**src/rtl/alu_arb_pkg.sv**
```systemverilog
// Shared types and widths for the two-requester ALU session arbiter.
package alu_arb_pkg;

    typedef enum logic [1:0] {
        IDLE = 2'd0,
        OWN0 = 2'd1,
        OWN1 = 2'd2,
        GAP  = 2'd3
    } arb_state_e;

    localparam logic REQ0 = 1'b0;
    localparam logic REQ1 = 1'b1;

    localparam int OP_W    = 2;
    localparam int DATA_W  = 32;
    localparam int FLAGS_W = 5;

endpackage

```
**src/rtl/alu_arbiter_if.sv**
```systemverilog
// Bundle of both requester ALU ports and the shared ALU port; master = requesters/ALU side, slave = arbiter.
interface alu_arbiter_if;
    import alu_arb_pkg::*;

    logic               i_r0_req,          i_r1_req;
    logic               o_r0_gnt,          o_r1_gnt;
    logic [OP_W-1:0]    i_r0_input_op,     i_r1_input_op;
    logic               i_r0_data_valid,   i_r1_data_valid;
    logic [DATA_W-1:0]  i_r0_data,         i_r1_data;
    logic [OP_W-1:0]    i_r0_output_op,    i_r1_output_op;
    logic               i_r0_result_empty, i_r1_result_empty;
    logic               o_r0_result_valid, o_r1_result_valid;
    logic [DATA_W-1:0]  o_r0_result,       o_r1_result;
    logic [FLAGS_W-1:0] o_r0_result_flags, o_r1_result_flags;

    logic [OP_W-1:0]    o_alu_input_op;
    logic               o_alu_data_valid;
    logic [DATA_W-1:0]  o_alu_data;
    logic [OP_W-1:0]    o_alu_output_op;
    logic               o_alu_result_empty;
    logic               i_alu_result_valid;
    logic [DATA_W-1:0]  i_alu_result;
    logic [FLAGS_W-1:0] i_alu_result_flags;

    logic               o_timeout;

    modport master (
        output i_r0_req, i_r0_input_op, i_r0_data_valid, i_r0_data, i_r0_output_op, i_r0_result_empty,
        output i_r1_req, i_r1_input_op, i_r1_data_valid, i_r1_data, i_r1_output_op, i_r1_result_empty,
        input  o_r0_gnt, o_r0_result_valid, o_r0_result, o_r0_result_flags,
        input  o_r1_gnt, o_r1_result_valid, o_r1_result, o_r1_result_flags,
        input  o_alu_input_op, o_alu_data_valid, o_alu_data, o_alu_output_op, o_alu_result_empty,
        output i_alu_result_valid, i_alu_result, i_alu_result_flags,
        input  o_timeout
    );

    modport slave (
        input  i_r0_req, i_r0_input_op, i_r0_data_valid, i_r0_data, i_r0_output_op, i_r0_result_empty,
        input  i_r1_req, i_r1_input_op, i_r1_data_valid, i_r1_data, i_r1_output_op, i_r1_result_empty,
        output o_r0_gnt, o_r0_result_valid, o_r0_result, o_r0_result_flags,
        output o_r1_gnt, o_r1_result_valid, o_r1_result, o_r1_result_flags,
        output o_alu_input_op, o_alu_data_valid, o_alu_data, o_alu_output_op, o_alu_result_empty,
        input  i_alu_result_valid, i_alu_result, i_alu_result_flags,
        output o_timeout
    );

endinterface

```
**src/rtl/alu_arb_watchdog.sv**
```systemverilog
// Session watchdog: down-counts contended OWN cycles, revokes at terminal count and locks out the revoked owner.
module alu_arb_watchdog #(
    parameter int TIMEOUT = 255,
    parameter int TW      = 8
) (
    input  logic       i_clk,
    input  logic       i_rst_n,
    input  logic       own0,
    input  logic       own1,
    input  logic       r0_req,
    input  logic       r1_req,
    input  logic       r0_req_eff,
    input  logic       r1_req_eff,
    output logic       expire,
    output logic [1:0] lock,
    output logic       o_timeout
);

    logic [TW-1:0] cnt;
    logic          contended;

    // A locked-out requester is not really waiting, so it does not count against the owner.
    assign contended = (own0 & r1_req_eff) | (own1 & r0_req_eff);
    assign expire    = contended && (cnt <= TW'(1));

    always_ff @(posedge i_clk or negedge i_rst_n) begin
        if (!i_rst_n) begin
            cnt       <= TW'(TIMEOUT);
            lock      <= 2'b00;
            o_timeout <= 1'b0;
        end else begin
            o_timeout <= expire;
            if (!(own0 | own1))
                cnt <= TW'(TIMEOUT);
            else if (contended && !expire)
                cnt <= cnt - TW'(1);
            lock[0] <= (expire & own0) | (lock[0] & r0_req);
            lock[1] <= (expire & own1) | (lock[1] & r1_req);
        end
    end

endmodule

```
**src/rtl/alu_arbiter.sv**
```systemverilog
// Session-based round-robin arbiter sharing one ALU between two requesters.
// Optional session timeout/lockout enabled by defining ALU_ARB_TIMEOUT_EN.
//
//   state | meaning
//   IDLE  | no owner, arbitrate requests
//   OWN0  | requester 0 drives the ALU
//   OWN1  | requester 1 drives the ALU
//   GAP   | one dead cycle after a release, arbitrates for next edge
module alu_arbiter
    import alu_arb_pkg::*;
#(
    parameter int TIMEOUT = 255,
    parameter int TW      = 8
) (
    input logic         i_clk,
    input logic         i_rst_n,
    alu_arbiter_if.slave bus
);

    arb_state_e state;
    logic       last_owner;
    logic       gnt0, gnt1;
    logic       expire;
    logic [1:0] lock;
    logic       req0_eff, req1_eff;

    assign req0_eff = bus.i_r0_req & ~lock[0];
    assign req1_eff = bus.i_r1_req & ~lock[1];

`ifdef ALU_ARB_TIMEOUT_EN
    logic own0, own1;
    assign own0 = (state == OWN0);
    assign own1 = (state == OWN1);

    alu_arb_watchdog #(.TIMEOUT(TIMEOUT), .TW(TW)) u_watchdog (
        .i_clk      (i_clk),
        .i_rst_n    (i_rst_n),
        .own0       (own0),
        .own1       (own1),
        .r0_req     (bus.i_r0_req),
        .r1_req     (bus.i_r1_req),
        .r0_req_eff (req0_eff),
        .r1_req_eff (req1_eff),
        .expire     (expire),
        .lock       (lock),
        .o_timeout  (bus.o_timeout)
    );
`else
    assign expire        = 1'b0;
    assign lock          = 2'b00;
    assign bus.o_timeout = 1'b0;
`endif

    always_ff @(posedge i_clk or negedge i_rst_n) begin
        if (!i_rst_n) begin
            state      <= IDLE;
            last_owner <= REQ1;
            gnt0       <= 1'b0;
            gnt1       <= 1'b0;
        end else begin
            case (state)
                IDLE, GAP: begin
                    if (req0_eff && (!req1_eff || last_owner == REQ1)) begin
                        state <= OWN0;
                        gnt0  <= 1'b1;
                    end else if (req1_eff) begin
                        state <= OWN1;
                        gnt1  <= 1'b1;
                    end else begin
                        state <= IDLE;
                    end
                end
                OWN0: begin
                    if (!bus.i_r0_req || expire) begin
                        state      <= GAP;
                        gnt0       <= 1'b0;
                        last_owner <= REQ0;
                    end
                end
                OWN1: begin
                    if (!bus.i_r1_req || expire) begin
                        state      <= GAP;
                        gnt1       <= 1'b0;
                        last_owner <= REQ1;
                    end
                end
                default: begin
                    state <= IDLE;
                    gnt0  <= 1'b0;
                    gnt1  <= 1'b0;
                end
            endcase
        end
    end

    assign bus.o_r0_gnt = gnt0;
    assign bus.o_r1_gnt = gnt1;

    // Everything toward the ALU and back is gated by the registered owner so no stray push/pop leaks.
    always_comb begin
        bus.o_alu_input_op     = '0;
        bus.o_alu_data_valid   = 1'b0;
        bus.o_alu_data         = '0;
        bus.o_alu_output_op    = '0;
        bus.o_alu_result_empty = 1'b0;
        bus.o_r0_result_valid  = 1'b0;
        bus.o_r0_result        = '0;
        bus.o_r0_result_flags  = '0;
        bus.o_r1_result_valid  = 1'b0;
        bus.o_r1_result        = '0;
        bus.o_r1_result_flags  = '0;
        case (state)
            OWN0: begin
                bus.o_alu_input_op     = bus.i_r0_input_op;
                bus.o_alu_data_valid   = bus.i_r0_data_valid;
                bus.o_alu_data         = bus.i_r0_data;
                bus.o_alu_output_op    = bus.i_r0_output_op;
                bus.o_alu_result_empty = bus.i_r0_result_empty;
                bus.o_r0_result_valid  = bus.i_alu_result_valid;
                bus.o_r0_result        = bus.i_alu_result;
                bus.o_r0_result_flags  = bus.i_alu_result_flags;
            end
            OWN1: begin
                bus.o_alu_input_op     = bus.i_r1_input_op;
                bus.o_alu_data_valid   = bus.i_r1_data_valid;
                bus.o_alu_data         = bus.i_r1_data;
                bus.o_alu_output_op    = bus.i_r1_output_op;
                bus.o_alu_result_empty = bus.i_r1_result_empty;
                bus.o_r1_result_valid  = bus.i_alu_result_valid;
                bus.o_r1_result        = bus.i_alu_result;
                bus.o_r1_result_flags  = bus.i_alu_result_flags;
            end
            default: begin
            end
        endcase
    end

endmodule
```
**src/flat_wrapper.sv**
```systemverilog
// flat-port wrapper written by rule: the top's interface ports become plain ports
module alu_arbiter_flat import alu_arb_pkg::*;
#(
    parameter int TIMEOUT = 255,
    parameter int TW      = 8
)
  (i_clk, i_rst_n, bus_i_r0_req, bus_i_r0_input_op, bus_i_r0_data_valid, bus_i_r0_data, bus_i_r0_output_op, bus_i_r0_result_empty, bus_i_r1_req, bus_i_r1_input_op, bus_i_r1_data_valid, bus_i_r1_data, bus_i_r1_output_op, bus_i_r1_result_empty, bus_o_r0_gnt, bus_o_r0_result_valid, bus_o_r0_result, bus_o_r0_result_flags, bus_o_r1_gnt, bus_o_r1_result_valid, bus_o_r1_result, bus_o_r1_result_flags, bus_o_alu_input_op, bus_o_alu_data_valid, bus_o_alu_data, bus_o_alu_output_op, bus_o_alu_result_empty, bus_i_alu_result_valid, bus_i_alu_result, bus_i_alu_result_flags, bus_o_timeout);
  alu_arbiter_if bus_i ();
  input logic i_clk;
  input logic i_rst_n;
  input wire logic [$bits(bus_i.i_r0_req)-1:0] bus_i_r0_req;
  input wire logic [$bits(bus_i.i_r0_input_op)-1:0] bus_i_r0_input_op;
  input wire logic [$bits(bus_i.i_r0_data_valid)-1:0] bus_i_r0_data_valid;
  input wire logic [$bits(bus_i.i_r0_data)-1:0] bus_i_r0_data;
  input wire logic [$bits(bus_i.i_r0_output_op)-1:0] bus_i_r0_output_op;
  input wire logic [$bits(bus_i.i_r0_result_empty)-1:0] bus_i_r0_result_empty;
  input wire logic [$bits(bus_i.i_r1_req)-1:0] bus_i_r1_req;
  input wire logic [$bits(bus_i.i_r1_input_op)-1:0] bus_i_r1_input_op;
  input wire logic [$bits(bus_i.i_r1_data_valid)-1:0] bus_i_r1_data_valid;
  input wire logic [$bits(bus_i.i_r1_data)-1:0] bus_i_r1_data;
  input wire logic [$bits(bus_i.i_r1_output_op)-1:0] bus_i_r1_output_op;
  input wire logic [$bits(bus_i.i_r1_result_empty)-1:0] bus_i_r1_result_empty;
  output wire logic [$bits(bus_i.o_r0_gnt)-1:0] bus_o_r0_gnt;
  output wire logic [$bits(bus_i.o_r0_result_valid)-1:0] bus_o_r0_result_valid;
  output wire logic [$bits(bus_i.o_r0_result)-1:0] bus_o_r0_result;
  output wire logic [$bits(bus_i.o_r0_result_flags)-1:0] bus_o_r0_result_flags;
  output wire logic [$bits(bus_i.o_r1_gnt)-1:0] bus_o_r1_gnt;
  output wire logic [$bits(bus_i.o_r1_result_valid)-1:0] bus_o_r1_result_valid;
  output wire logic [$bits(bus_i.o_r1_result)-1:0] bus_o_r1_result;
  output wire logic [$bits(bus_i.o_r1_result_flags)-1:0] bus_o_r1_result_flags;
  output wire logic [$bits(bus_i.o_alu_input_op)-1:0] bus_o_alu_input_op;
  output wire logic [$bits(bus_i.o_alu_data_valid)-1:0] bus_o_alu_data_valid;
  output wire logic [$bits(bus_i.o_alu_data)-1:0] bus_o_alu_data;
  output wire logic [$bits(bus_i.o_alu_output_op)-1:0] bus_o_alu_output_op;
  output wire logic [$bits(bus_i.o_alu_result_empty)-1:0] bus_o_alu_result_empty;
  input wire logic [$bits(bus_i.i_alu_result_valid)-1:0] bus_i_alu_result_valid;
  input wire logic [$bits(bus_i.i_alu_result)-1:0] bus_i_alu_result;
  input wire logic [$bits(bus_i.i_alu_result_flags)-1:0] bus_i_alu_result_flags;
  output wire logic [$bits(bus_i.o_timeout)-1:0] bus_o_timeout;
  assign bus_i.i_r0_req = bus_i_r0_req;
  assign bus_i.i_r0_input_op = bus_i_r0_input_op;
  assign bus_i.i_r0_data_valid = bus_i_r0_data_valid;
  assign bus_i.i_r0_data = bus_i_r0_data;
  assign bus_i.i_r0_output_op = bus_i_r0_output_op;
  assign bus_i.i_r0_result_empty = bus_i_r0_result_empty;
  assign bus_i.i_r1_req = bus_i_r1_req;
  assign bus_i.i_r1_input_op = bus_i_r1_input_op;
  assign bus_i.i_r1_data_valid = bus_i_r1_data_valid;
  assign bus_i.i_r1_data = bus_i_r1_data;
  assign bus_i.i_r1_output_op = bus_i_r1_output_op;
  assign bus_i.i_r1_result_empty = bus_i_r1_result_empty;
  assign bus_o_r0_gnt = bus_i.o_r0_gnt;
  assign bus_o_r0_result_valid = bus_i.o_r0_result_valid;
  assign bus_o_r0_result = bus_i.o_r0_result;
  assign bus_o_r0_result_flags = bus_i.o_r0_result_flags;
  assign bus_o_r1_gnt = bus_i.o_r1_gnt;
  assign bus_o_r1_result_valid = bus_i.o_r1_result_valid;
  assign bus_o_r1_result = bus_i.o_r1_result;
  assign bus_o_r1_result_flags = bus_i.o_r1_result_flags;
  assign bus_o_alu_input_op = bus_i.o_alu_input_op;
  assign bus_o_alu_data_valid = bus_i.o_alu_data_valid;
  assign bus_o_alu_data = bus_i.o_alu_data;
  assign bus_o_alu_output_op = bus_i.o_alu_output_op;
  assign bus_o_alu_result_empty = bus_i.o_alu_result_empty;
  assign bus_i.i_alu_result_valid = bus_i_alu_result_valid;
  assign bus_i.i_alu_result = bus_i_alu_result;
  assign bus_i.i_alu_result_flags = bus_i_alu_result_flags;
  assign bus_o_timeout = bus_i.o_timeout;
  alu_arbiter #(.TIMEOUT(TIMEOUT), .TW(TW)) u_core (.i_clk(i_clk), .i_rst_n(i_rst_n), .bus(bus_i));
endmodule
```
**config.mk**
```make
export PLATFORM = sky130hd
export DESIGN_NAME = alu_arbiter_flat
export DESIGN_NICKNAME = d
export VERILOG_FILES = /design/src/rtl/alu_arb_pkg.sv /design/src/rtl/alu_arbiter_if.sv /design/src/rtl/alu_arb_watchdog.sv /design/src/rtl/alu_arbiter.sv /design/src/flat_wrapper.sv
export SDC_FILE = /design/constraint.sdc
export NUM_CORES = 1
export LEC_CHECK = 0
export CORE_AREA = 2 2 92 94
export CTS_CLUSTER_SIZE = 16
export DETAILED_ROUTE_END_ITERATION = 6
export DIE_AREA = 0 0 94 96
export HOLD_SLACK_MARGIN = 0.1
export PLACE_DENSITY = 0.65
export SLEW_MARGIN = 15
export SYNTH_ARGS = -nofsm -noshare
export SYNTH_HDL_FRONTEND = slang
export SYNTH_SLANG_ARGS = --single-unit
```
**constraint.sdc**
```tcl
create_clock -name i_clk -period 1.7 [get_ports i_clk]
set_input_delay 0.17 -clock i_clk [delete_from_list [all_inputs] [get_ports i_clk]]
set_output_delay 0.17 -clock i_clk [all_outputs]
set_load 0.01 [all_outputs]
```
**Word-level counts from Yosys, hierarchy flattened**

Cells that the tools add are included.

- Bits in registers: 5
- Logic and storage cells: 49
- Output and inout port bits: 117

- Muxes and demuxes: 25
- Reductions and logical operators: 12
- Equality and inequality tests: 8

Operators by type and width:

| operator | count |
|---|---|
| 2-to-1 mux 32 bit | 2 |
| one-hot mux 32 bit (2 select lines) | 1 |
| 2-to-1 mux 5 bit | 2 |
| one-hot mux 1 bit (2 select lines) | 5 |
| 2-to-1 mux 1 bit | 8 |
| 2-to-1 mux 2 bit | 4 |
| inequality test 2 bit, second input constant | 4 |
| one-hot mux 2 bit (2 select lines) | 2 |
| one-hot mux 2 bit (3 select lines) | 1 |
| AND reduction 3 bit | 2 |
| nonzero test 2 bit | 3 |
| equality test 2 bit, second input constant | 2 |
| AND reduction 4 bit | 1 |
| equality test 2 x 1 -> 1 bit, second input constant | 1 |
| zero test 2 bit | 1 |
| inequality test 2 x 1 -> 1 bit, second input constant | 1 |
| AND reduction 2 bit | 1 |
| OR reduction 2 bit | 1 |
| logical AND 1 bit | 1 |
| zero test 1 bit | 1 |
| logical OR 1 bit | 1 |

**Logic depth before layout (Yosys ltp)**

- Word-level depth: 5
- Gate-level depth with buffers: 6
- Mapped depth without buffers: 5

**Worst setup path before layout**

Ideal clock, no wire load.

- Path kind: register to output
- Start: register u_core.state[1]
- End: output port bus_o_alu_data[31]
- Arrival time: 1.240 ns
- Buffers on the path: 2
- Path slack: 0.290 ns
- Required time: 1.530 ns
- Cell stages (with the launch flop): 7
- Path through: dfrtp_1 > inv_1 > ha_1 > buf_6 > buf_4 > a22oi_1 > nor2_1

- Longest elaborated chain between the ends: 2
- Elaborated cells between the ends (all ways): 3
- Those cells by class: eq/ne (2); mux (1)

RTL lines:

| element | RTL line | RTL |
|---|---|---|
| from (decl) | alu_arbiter.sv:20 | `arb_state_e state;` |
| from (signal assigned) | alu_arbiter.sv:56 | `state <= IDLE;` |
| from (signal assigned) | alu_arbiter.sv:64 | `state <= OWN0;` |
| from (signal assigned) | alu_arbiter.sv:67 | `state <= OWN1;` |
| equality test 2 bit or equality test 2 x 1 -> 1 bit (tied branches) | alu_arbiter.sv:112 | `case (state)` |
| one-hot mux 32 bit (2 select lines) * | alu_arbiter.sv:112 |  |
| to (decl) | flat_wrapper.sv:33 | `output wire logic [$bits(bus_i.o_alu_data)-1:0] bus_o_alu_data;` |

Mark *: on every way between the ends. The rest lies on a longest branch, timed or not.

**Worst setup path after layout**

- Start: register u_core.state[0]
- End: output port bus_o_r0_result[31]

- Longest elaborated chain between the ends: 2

RTL lines:

| element | RTL line | RTL |
|---|---|---|
| equality test 2 x 1 -> 1 bit | alu_arbiter.sv:112 |  |
| 2-to-1 mux 32 bit | alu_arbiter.sv:112 |  |
| to (decl) | flat_wrapper.sv:25 | `output wire logic [$bits(bus_i.o_r0_result)-1:0] bus_o_r0_result;` |

Every way passes these cells.

==> reports/qor.csv <==
stage,metric,value,unit
clock_tree,clk slew on worst S/H paths,40,ps
clock_tree,Root Driver,clkbuf_8,
worst_setup_path,Setup CP Type,reg -> out,
pwr,Sw Pwr,3.00,mW
synthesis,Syn. warnings,0,
floorplanning,Die Height,96,um
synthesis,cells after synthesis,204,
pwr,power density over the cells,1570,nW/um2
synthesis,register area share after synthesis,9.81,%
finish,share of cells above drive strength 1,54.5,%
grt,number of global-route vias before repair,2422,
floorplanning,Initial Util,16.0,%
grt,maximum number of pins on one net before global-route repair,21,
pwr,Peak VDD IR,0.774,mV
detailed_routing,Vias,2639,
detailed_routing,WL final,10200,um
timing,Setup Viol. Count Final,67,
placement,GPL Wtd Cong,0.768,
timing,"Hold Violations, Final",0,
clock_tree,CTS tree,done,
placement,placed cells,527,
detailed_routing,drt drc,0,
floorplanning,Placeable Area,8050,um2
worst_setup_path,"Req. time, crit path",1530,ps
finish,"Area growth, synth to finish",264,%
status,status,"finished, violations left",
synthesis,synth top area cells,"and2_1, a22oi_1, nor2_1, dfrtp_1, clkbuf_1",
synthesis,synthesized area,1290,um2
grt,global-route usage over all layers,17.5,%
finish,"most common cell after layout, fill and taps aside",clkdlybuf4s50_1,
finish,"commonest cells after routing, fill and taps aside","clkdlybuf4s50_1, buf_2, buf_6, and2_1, nor2_1",
synthesis,syn avg cell area,6.32,um2
timing,minimum clock period,1840,ps
detailed_routing,Post-DRT Antenna Nets,0,
pwr,Logic pwr share,93.8,%
synthesis,Synth area leader,and2_1,
detailed_routing,post-DR wirelength/cell,17.4,um
floorplanning,num ports,235,
detailed_routing,router iterations before antenna repair,4,
finish,number of diodes,0,
timing,final worst path period share,108,%
pwr,Flop pwr share,3.2,%
job,Max-Cap Viols,0,
synthesis,register bit total from synthesis,5,
timing,clock skew,0.869,ps
pwr,Total Power,7.36,mW
worst_setup_path,startpoint types,flop,
pwr,leak pwr,2.16,nW
placement,"worst slack, placed",-177,ps
floorplanning,die width,94,um
worst_setup_path,Crit. End Element,output port,
synthesis,Synth Net Count,325,
detailed_routing,DR vias/cell,4.50,
placement,HPWL after DPL,5790,um
clock_tree,Max H-tree Level,1,
clock_tree,clock buffer depth,2,
status,failing checks,negative setup slack,
worst_setup_path,CP Data Arrival Time,1670,ps
timing,maximum clock rate,544,MHz
grt,initial antenna violation count,0,
pwr,switching share of power,40.8,%
synthesis,share of the synthesized area in the top cell type,36.9,%
clock_tree,CTS buffer count,3,
floorplanning,row count,33,
grt,first-pass GRT wire length,12400,um
synthesis,number of unique standard cell types used by synthesis,20,
worst_setup_path,critical-path maximum fanout,5,
clock_tree,"Clk Latency, worst-skew pair",220,ps
timing,RSZ-0062 raised after global routing,yes,
grt,GRT overflow,0,
floorplanning,die area,9020,um2
timing,Fin Hold WS,198,ps
clock_tree,clk sinks,5,
hold_path,Worst Hold Class,in -> async,
finish,Layout Nets,603,
detailed_routing,DRT iter0 DRCs,46,
placement,IO buf count,233,
pwr,clock share of power,3.0,%
pwr,Internal,4.36,mW
timing,Slew Limit Fails,0,
finish,Non-Filler Instances,586,
timing,min setup slack post-route,-138,ps
-- per-layer routing --
metal | GRT usage [%] | routed length (um)
met2 | 34.1 | 5290
met4 | 3.02 | 74
met5 | 0 | 0
met1 | 19.4 | 3960
met3 | 3.99 | 894
-- power groups by stage --
stage	combinational (mW)	clock, mW	sequential, mW
global placement	4.30	0	0.220
floorplan	1.96	0	0.222
finish	6.90	0.222	0.235
CTS	5.52	0.226	0.232
global route	7.29	0.240	0.244
detailed placement	4.33	0	0.225
-- synth_stat cells (all sizes together) --
cell type / count
and2: 76
nor2: 40
a22o: 1
dfrtp: 4
dfstp: 1
a31oi: 2
nand2: 5
inv: 5
o21ai: 3
clkbuf: 12
o31ai: 2
ha: 3
conb: 1
buf: 10
a22oi: 39
-- sequential cells by signal, summed over array words and instances, names as in the netlist --
name / flops
u_core.bus.o_r1_gnt: 1
u_core.last_owner: 1
u_core.bus.o_r0_gnt: 1
u_core.state: 2
-- critical path, cell delays in order, from the launching register on --
cell and delay (ps):
dfrtp_1 410, buf_6 140, ha_4 180, buf_12 130, buf_12 120, buf_16 120, buf_6 110, and2_4 130
buf_6 110
-- cell families after synthesis --
family	after synthesis	synth area share (%)
buf+inv	27	9.90
simple gates	121	50.0
other cells	1	0.291
fa+ha+maj	3	2.91
flops	5	9.81
compound gates	47	27.1
-- per-stage QoR --
step	utilization, %	cell area (um2)	setup TNS (ps)
final	58.3	4690	-3510
after global placement	46.7	3760	-6400
after CTS	52.1	4190	-1780
after detailed placement	46.7	3760	-9610
after global routing	58.3	4690	-8770
after floorplan	-	1290	0
-- area by class of cell --
type                       instances  area, um2
fill                             744       3360
tap                              105        131
multi-input combinational        172       1350
clock buffer                       4       45.0
sequential                         5        128
timing repair buffer             295       3020
inverter                           5       18.8
-- path summary, 6_finish.rpt --
kind / start / to / slack, ps / cells after the start
setup / recovery: u_core.state[0]$_DFFE_PN0P_ / bus_o_r0_result[31] / -140 / 8
hold / removal: i_rst_n / u_core.state[0]$_DFFE_PN0P_ / 200 / 1
setup reg to reg: u_core.state[0]$_DFFE_PN0P_ / u_core.state[1]$_DFFE_PN0P_ / -60 / 9
hold reg to reg: u_core.bus.o_r0_gnt$_DFFE_PN0P_ / u_core.bus.o_r0_gnt$_DFFE_PN0P_ / 520 / 2
max in group asynchronous: i_rst_n / u_core.last_owner$_DFFE_PN1P_ / 1230 / 1
min in group i_clk: u_core.bus.o_r0_gnt$_DFFE_PN0P_ / u_core.bus.o_r0_gnt$_DFFE_PN0P_ / 520 / 2
-- timing repair --
action / CTS / global route
resized for setup: 431 / 140
setup buffers: 11 / 19
hold buffers: 0 / 0
pin swaps: 16 / 36
gates cloned: 11 / 14
setup endpoints to repair: 114 / 103
Note: power is estimated with default switching activity, not from simulation.
